### src/rtl/pocq_pkg.sv
// Shared HN-F definitions: request flit layout, CHI request opcodes and the
// default POC queue depth.
package pocq_pkg;

  localparam int POCQ_DEPTH = 8;

  localparam logic [5:0] REQ_OP_READSHARED    = 6'h01;
  localparam logic [5:0] REQ_OP_READUNIQUE    = 6'h07;
  localparam logic [5:0] REQ_OP_WRITEBACKFULL = 6'h1B;

  typedef struct packed {
    logic [3:0]  qos;
    logic [6:0]  tgt_id;
    logic [6:0]  src_id;
    logic [7:0]  txn_id;
    logic [5:0]  opcode;
    logic [2:0]  size;
    logic [47:0] addr;
  } reqflit_t;

  localparam int REQFLIT_W = $bits(reqflit_t);

endpackage

### src/rtl/pocq_fifo.sv
// Synchronous FIFO: entry storage plus wrapping read/write pointers.
// Occupancy is tracked by a counter, so full and empty both come from it.
module hnf_sync_fifo #(
  parameter int WIDTH = 8,
  parameter int DEPTH = 8,
  localparam int AW = $clog2(DEPTH),
  localparam int CW = AW + 1
) (
  input  logic             clock,
  input  logic             reset,
  input  logic             wr_en,
  input  logic [WIDTH-1:0] wr_data,
  input  logic             rd_en,
  output logic [WIDTH-1:0] rd_data,
  output logic [CW-1:0]    count,
  output logic             empty,
  output logic             full
);

  logic [WIDTH-1:0] mem_r [DEPTH];
  logic [AW-1:0]    wr_ptr_r;
  logic [AW-1:0]    rd_ptr_r;
  logic [CW-1:0]    count_r;
  logic             push_s;
  logic             pop_s;

  assign empty   = (count_r == CW'(0));
  assign full    = (count_r == CW'(DEPTH));
  assign push_s  = wr_en & ~full;
  assign pop_s   = rd_en & ~empty;
  assign rd_data = mem_r[rd_ptr_r];
  assign count   = count_r;

  // Entry storage; intentionally not reset, contents only matter while counted.
  always_ff @(posedge clock) begin
    if (push_s) begin
      mem_r[wr_ptr_r] <= wr_data;
    end
  end

  // Pointers wrap naturally because DEPTH is a power of two.
  always_ff @(posedge clock or posedge reset) begin
    if (reset) begin
      wr_ptr_r <= AW'(0);
      rd_ptr_r <= AW'(0);
      count_r  <= CW'(0);
    end else begin
      if (push_s) begin
        wr_ptr_r <= wr_ptr_r + AW'(1);
      end
      if (pop_s) begin
        rd_ptr_r <= rd_ptr_r + AW'(1);
      end
      case ({push_s, pop_s})
        2'b10:   count_r <= count_r + CW'(1);
        2'b01:   count_r <= count_r - CW'(1);
        default: count_r <= count_r;
      endcase
    end
  end

endmodule

### src/rtl/pocq.sv
// Point-of-coherence request queue: buffers RXREQ flits in arrival order for
// the snoop-filter lookup stage and returns link credits as entries drain.
module pocq
  import pocq_pkg::*;
#(
  parameter int DEPTH = POCQ_DEPTH,
  localparam int CW = $clog2(DEPTH) + 1
) (
  input  logic          clock,
  input  logic          reset,
  input  logic          rxreqflitv,
  input  reqflit_t      rxreqflit,
  output logic          rxreq_lcrdv,
  input  logic          pocq_deq,
  output reqflit_t      rxreq_pocq_first_entry,
  output logic          rxreq_pocq_first_entry_v,
  output logic [CW-1:0] pocq_count,
  output logic          pocq_err
);

  logic          fifo_empty_s;
  logic          fifo_full_s;
  logic          deq_s;
  logic          ovf_s;
  logic          crd_issue_s;
  logic [CW-1:0] crd_pend_r;
  logic          lcrdv_r;
  logic          err_r;

  // A dequeue only counts against a valid head; a flit arriving when full is lost.
  assign deq_s       = pocq_deq & ~fifo_empty_s;
  assign ovf_s       = rxreqflitv & fifo_full_s;
  assign crd_issue_s = (crd_pend_r != CW'(0));

  hnf_sync_fifo #(
    .WIDTH (REQFLIT_W),
    .DEPTH (DEPTH)
  ) u_fifo (
    .clock   (clock),
    .reset   (reset),
    .wr_en   (rxreqflitv),
    .wr_data (rxreqflit),
    .rd_en   (pocq_deq),
    .rd_data (rxreq_pocq_first_entry),
    .count   (pocq_count),
    .empty   (fifo_empty_s),
    .full    (fifo_full_s)
  );

  assign rxreq_pocq_first_entry_v = ~fifo_empty_s;

  // Credit return: one credit per cycle while owed; each drained entry owes one more.
  always_ff @(posedge clock or posedge reset) begin
    if (reset) begin
      crd_pend_r <= CW'(DEPTH);
      lcrdv_r    <= 1'b0;
      err_r      <= 1'b0;
    end else begin
      lcrdv_r    <= crd_issue_s;
      crd_pend_r <= crd_pend_r - CW'(crd_issue_s) + CW'(deq_s);
      if (ovf_s) begin
        err_r <= 1'b1;
      end
    end
  end

  assign rxreq_lcrdv = lcrdv_r;
  assign pocq_err    = err_r;

endmodule
### config.mk
export PLATFORM = sky130hd
export DESIGN_NAME = pocq
export DESIGN_NICKNAME = d
export VERILOG_FILES = /design/src/rtl/pocq_pkg.sv /design/src/rtl/pocq_fifo.sv /design/src/rtl/pocq.sv
export SDC_FILE = /design/constraint.sdc
export NUM_CORES = 1
export LEC_CHECK = 0
export CAP_MARGIN = 0
export CORE_MARGIN = 1.5
export CORE_UTILIZATION = 45
export DETAILED_ROUTE_END_ITERATION = 6
export GPL_TIMING_DRIVEN = 0
export PLACE_DENSITY = 0.66
export SLEW_MARGIN = 25
export SYNTH_ARGS = -nofsm -noshare
export SYNTH_HDL_FRONTEND = slang
export SYNTH_SLANG_ARGS = --single-unit
### constraint.sdc
create_clock -name clock -period 27.7 [get_ports clock]
set_input_delay 8.31 -clock clock [delete_from_list [all_inputs] [get_ports clock]]
set_output_delay 8.31 -clock clock [all_outputs]
set_load 0.005 [all_outputs]
# == Yosys cells after proc, flatten, opt, wreduce, memory -nomap -nowiden ==
# Memories as Yosys holds them, arrays and structs flattened.
# Index checks and enable logic that the tools add are counted.
# word_totals
ff_bits,16
mem_bits_rw,664
inputBits,87
wordCells,27
mem_count,1
# memory_table
memory,depth,word_bits,rd,rd_ports_with_merged_regs,write_ports,line,source
u_fifo.mem_r,8,83,1,0,1,pocq_fifo.sv:20,logic [WIDTH-1:0] mem_r [DEPTH];
# classes
addsub,6
eq_ne,3
mux,3
bitwise_logic,5
n_reduce_logical,3
# op_table
op,n
case mux 4 bit (2 select lines),1
adder 3 x 1 -> 3 bit (second input constant),2
adder 4 x 1 -> 4 bit,1
adder 4 x 1 -> 4 bit (second input constant),1
== test 4 bit (second input constant),1
logical NOT 4 bit,1
nonzero test 4 bit,1
subtractor 4 x 1 -> 4 bit,1
subtractor 4 x 1 -> 4 bit (second input constant),1
AND 1 bit,3
== test 2 x 1 -> 1 bit (second input constant),1
== test 2 bit (second input constant),1
two-way mux 1 bit,2
inverter 1 bit,2
nonzero test 2 bit,1

# == Depth between registers and ports, before layout ==
# logic_depth
ltp_word,5
depth_mapped,10
ltp_nobuf,9

# == Hierarchy ==
# From an unflattened synthesis, not the netlist that was laid out.
# hier_totals
hier_cells,1057
hier_area_um2,25887.3
# by_module_without_submodules
module,n_inst,cells_each,area_each_um2,seq_area_each_um2
hnf_sync_fifo,1,1028,25563.3,20189.4
pocq,1,29,324.1,151.4

# == Worst setup path after synthesis ==
# No wires, ideal clock.
# synth_path
path_type,input port to flip-flop
start,input rxreqflitv
end,memory u_fifo.mem_r[0][0] (netlist bit) (enable)
setup_time_ns,0.728
arrival_time_ns,16.257
required_time_ns,26.972
path_slack_ns,10.715
path_stages,2
n_path_buf,0
path_cell_list,nand2_2 -> nor4_1
# synth_between
elab_chain_cells,3
# synth_rtl
element,line,source
from (decl),pocq.sv:11,"input logic rxreqflitv,"
AND 1 bit,pocq_fifo.sv:29,assign push_s = wr_en & ~full;
two-way mux 1 bit,pocq_fifo.sv:36,if (push_s) begin
two-way mux 1 bit (not written as such),pocq_fifo.sv:37,mem_r[wr_ptr_r] <= wr_data;
to (decl),pocq_fifo.sv:20,
# Every way passes these cells.

==> flow_metrics.tcl <==
set metrics [dict create \
    ioPinCount 177 \
    grt_max_degree 20 \
    finalSetupViolCount 0 \
    hold_class "reg2reg" \
    clock.fmax_mhz 84.31 \
    grt_use_total 0.1873 \
    synth_compound_area_frac 0.002564 \
    finClkSkew_ps 16.14 \
    multiInputGateArea_um2 5201 \
    synth_xor_area_frac 0.003048 \
    syn-instance-count 1049 \
    cp.required_ps 19390 \
    worstMarginPinSlew_ps 955.9 \
    max-cap-violations 0 \
    muxShareOfSynthArea 0.1824 \
    postCtsSetupRepairBufs 0 \
    cts.sinks 680 \
    drive_gt1_frac 0.3313 \
    async_reset_ff_frac 0.02353 \
    rows 87 \
    synthAdderAreaFrac 0.005613 \
    synth_edf_count 664 \
    seq_area_frac_synth 0.7866 \
    drt-initial-drc-count 933 \
    die_h_um 242.7 \
    yosys_register_bits 680 \
    setup_tns_ps 0 \
    synth_top_area_frac 0.7711 \
    routed_via_density 5.399 \
    cts_buffers 70 \
    synth_area_per_cell_um2 24.65 \
    num_vias 11880 \
    die_w_um 242.7 \
    status "completed" \
    p_leak_nw 10.33 \
    syn_area_um2 25860 \
    wl_um 53670 \
    cts_buffer_depth 3 \
    drc 0 \
    ys_warn_count 0 \
    synth_top_family_by_area "multiplexers" \
    synth_fp_nets 1147 \
    globalRouteOverflowTotal 0 \
    coreArea_um2 56600 \
    cts_tree "done" \
    final_cells 2200 \
    post-route-min-period_ps 11860 \
    final_max_slew_viol_count 0 \
    ys_types 35 \
    hold_violations 0 \
    wl_per_cell_um 24.40 \
    cts_root_buffer "clkbuf_16" \
    insertion_delay_ps 600 \
    seq_area_um2 20340 \
    dp_cells 2072 \
    rsz0062_at_grt "no" \
    dp_hpwl_um 35500 \
    cp-end-kind "output pin" \
    fin_crit_sh 0.4282 \
    grt_pass1_vias 12720 \
    start_util 0.4568 \
    htreeDepth 3 \
    peakVddDrop_mv 0.04694 \
    ys.flop_type "edfxtp_1" \
    place_congestion 0.7225 \
    fillers 4221 \
    port_buffers 176 \
    fin_nets 1486 \
    die_area_um2 58910 \
    area_growth_pct 22.54 \
    ant_nets 0 \
    ys_top_cells_by_area "edfxtp_1, mux4_2, mux2_2" \
    powerDensity_nw_per_um2 105.6 \
    worstPathMaxFanout 10 \
    synth_top_cell_by_area "edfxtp_1" \
    grt_pass1_wl_um 80590 \
    worstSetupPathType "reg2out" \
    startpoint_type "register" \
    antenna_found_initial 7 \
    clkTransAtPathRegs_ps 60 \
    critPathArrivalTime_ps 3550 \
    hold_buffers 0 \
    firstDrtPassIters 4 \
    synth-simple-area-share 0.005613 \
    relSlewSlack 0.3627 \
    ctsResizeCount 0 \
]
[layout make-up]
| type | instances | share of cell area |
|---|---|---|
| antenna | 1 | 0.00007897 |
| buffer | 49 | 0.01003 |
| clock buffer | 87 | 0.05931 |
| clock inverter | 40 | 0.007858 |
| inverter | 13 | 0.001540 |
| multi-input combinational | 307 | 0.1641 |
| sequential | 680 | 0.6419 |
| tap | 756 | 0.02985 |
| timing repair buffer | 267 | 0.08529 |
[layout by cell type (no fill, tap or decap), types with 3 or more instances in the layout]
cell,n
buf_12,4
buf_16,11
buf_2,30
buf_4,52
buf_6,23
clkbuf_1,33
clkbuf_16,73
clkdlybuf4s50_1,176
clkinv_1,17
clkinv_2,15
dfrtp_1,15
edfxtp_1,664
ha_1,10
inv_1,13
inv_6,4
mux2_2,85
mux4_2,166
nand3_1,4
nor2_4,3
nor3_2,4
xnor2_1,7
[cells by family (layout without fill, tap and decap cells)]
kind of cell | after synthesis | count (layout)
flops | 680 | 680
mux | 253 | 253
other cells | 0 | 1
xor+xnor | 9 | 9
compound gates | 9 | 9
buf+inv | 62 | 456
fa+ha+maj | 11 | 11
simple gates | 25 | 25
[critical path, stage by stage (launching register included)]
cell,delay [ps]
dfrtp_1,350
clkbuf_1,240
clkbuf_1,690
buf_2,490
mux4_2,370
mux2_2,280
clkdlybuf4s50_1,520
[layer usage]
layer | wire [um] | global-route usage
met1 | 22860 | 0.2554
met5 | 92 | 0
met3 | 3185 | 0.03947
met2 | 26530 | 0.3047
met4 | 1002 | 0.05864
[where the power goes]
group | leakage (nW) | internal, mW | total, mW | switching [mW]
Sequential | 6.21 | 1.29 | 1.33 | 0.0373
Clock | 1.05 | 0.501 | 0.874 | 0.374
Combinational | 3.08 | 0.626 | 1.14 | 0.516
[through the flow]
stage          hold slack, ps    util  worst slack (ps)  cell area [um^2]  power (mW)
2_1_floorplan           467.1       -             10720             25860       1.999
3_3_place_gp            459.7  0.5047              1739             28570       2.499
3_5_place_dp            475.2  0.5222             16400             29560       2.516
4_1_cts                 494.9  0.5598             15720             31690       3.401
5_1_grt                 526.3  0.5598             15690             31690       3.498
6_report                493.1  0.5598             15840             31690       3.346
[registers in the layout (all words and copies together) (netlist names)]
name,flops
u_fifo.mem_r,664
pocq_err,1
crd_pend_r,4
u_fifo.rd_ptr_r,3
u_fifo.wr_ptr_r,3
rxreq_lcrdv,1
u_fifo.count,4
[Yosys cell counts (4+ instances only)]
| master | instances |
|---|---|
| mux4_2 | 166 |
| dfrtp_1 | 15 |
| nor2_1 | 4 |
| clkbuf_1 | 20 |
| inv_1 | 13 |
| edfxtp_1 | 664 |
| mux2_2 | 85 |
| buf_6 | 15 |
| ha_1 | 10 |
| nor3_1 | 4 |
| nand3_1 | 4 |
| buf_2 | 13 |
| xnor2_1 | 7 |
[worst paths after layout]
check	from	end	slack, ps	depth (start not counted)
max	u_fifo.rd_ptr_r[1]$_DFFE_PP0P_	rxreq_pocq_first_entry[57]	15840	6
min	pocq_err$_DFFE_PP0P_	pocq_err$_DFFE_PP0P_	490	1
max reg2reg	u_fifo.count[1]$_DFFE_PP0P_	u_fifo.mem_r[4][63]$_DFFE_PP_	24410	10
min reg2reg	pocq_err$_DFFE_PP0P_	pocq_err$_DFFE_PP0P_	490	1
max in group asynchronous	reset	crd_pend_r[1]$_DFF_PP0_	19190	2
min in group asynchronous	reset	rxreq_lcrdv$_DFF_PP0_	8100	2
Power figures use the tool's default switching activity.
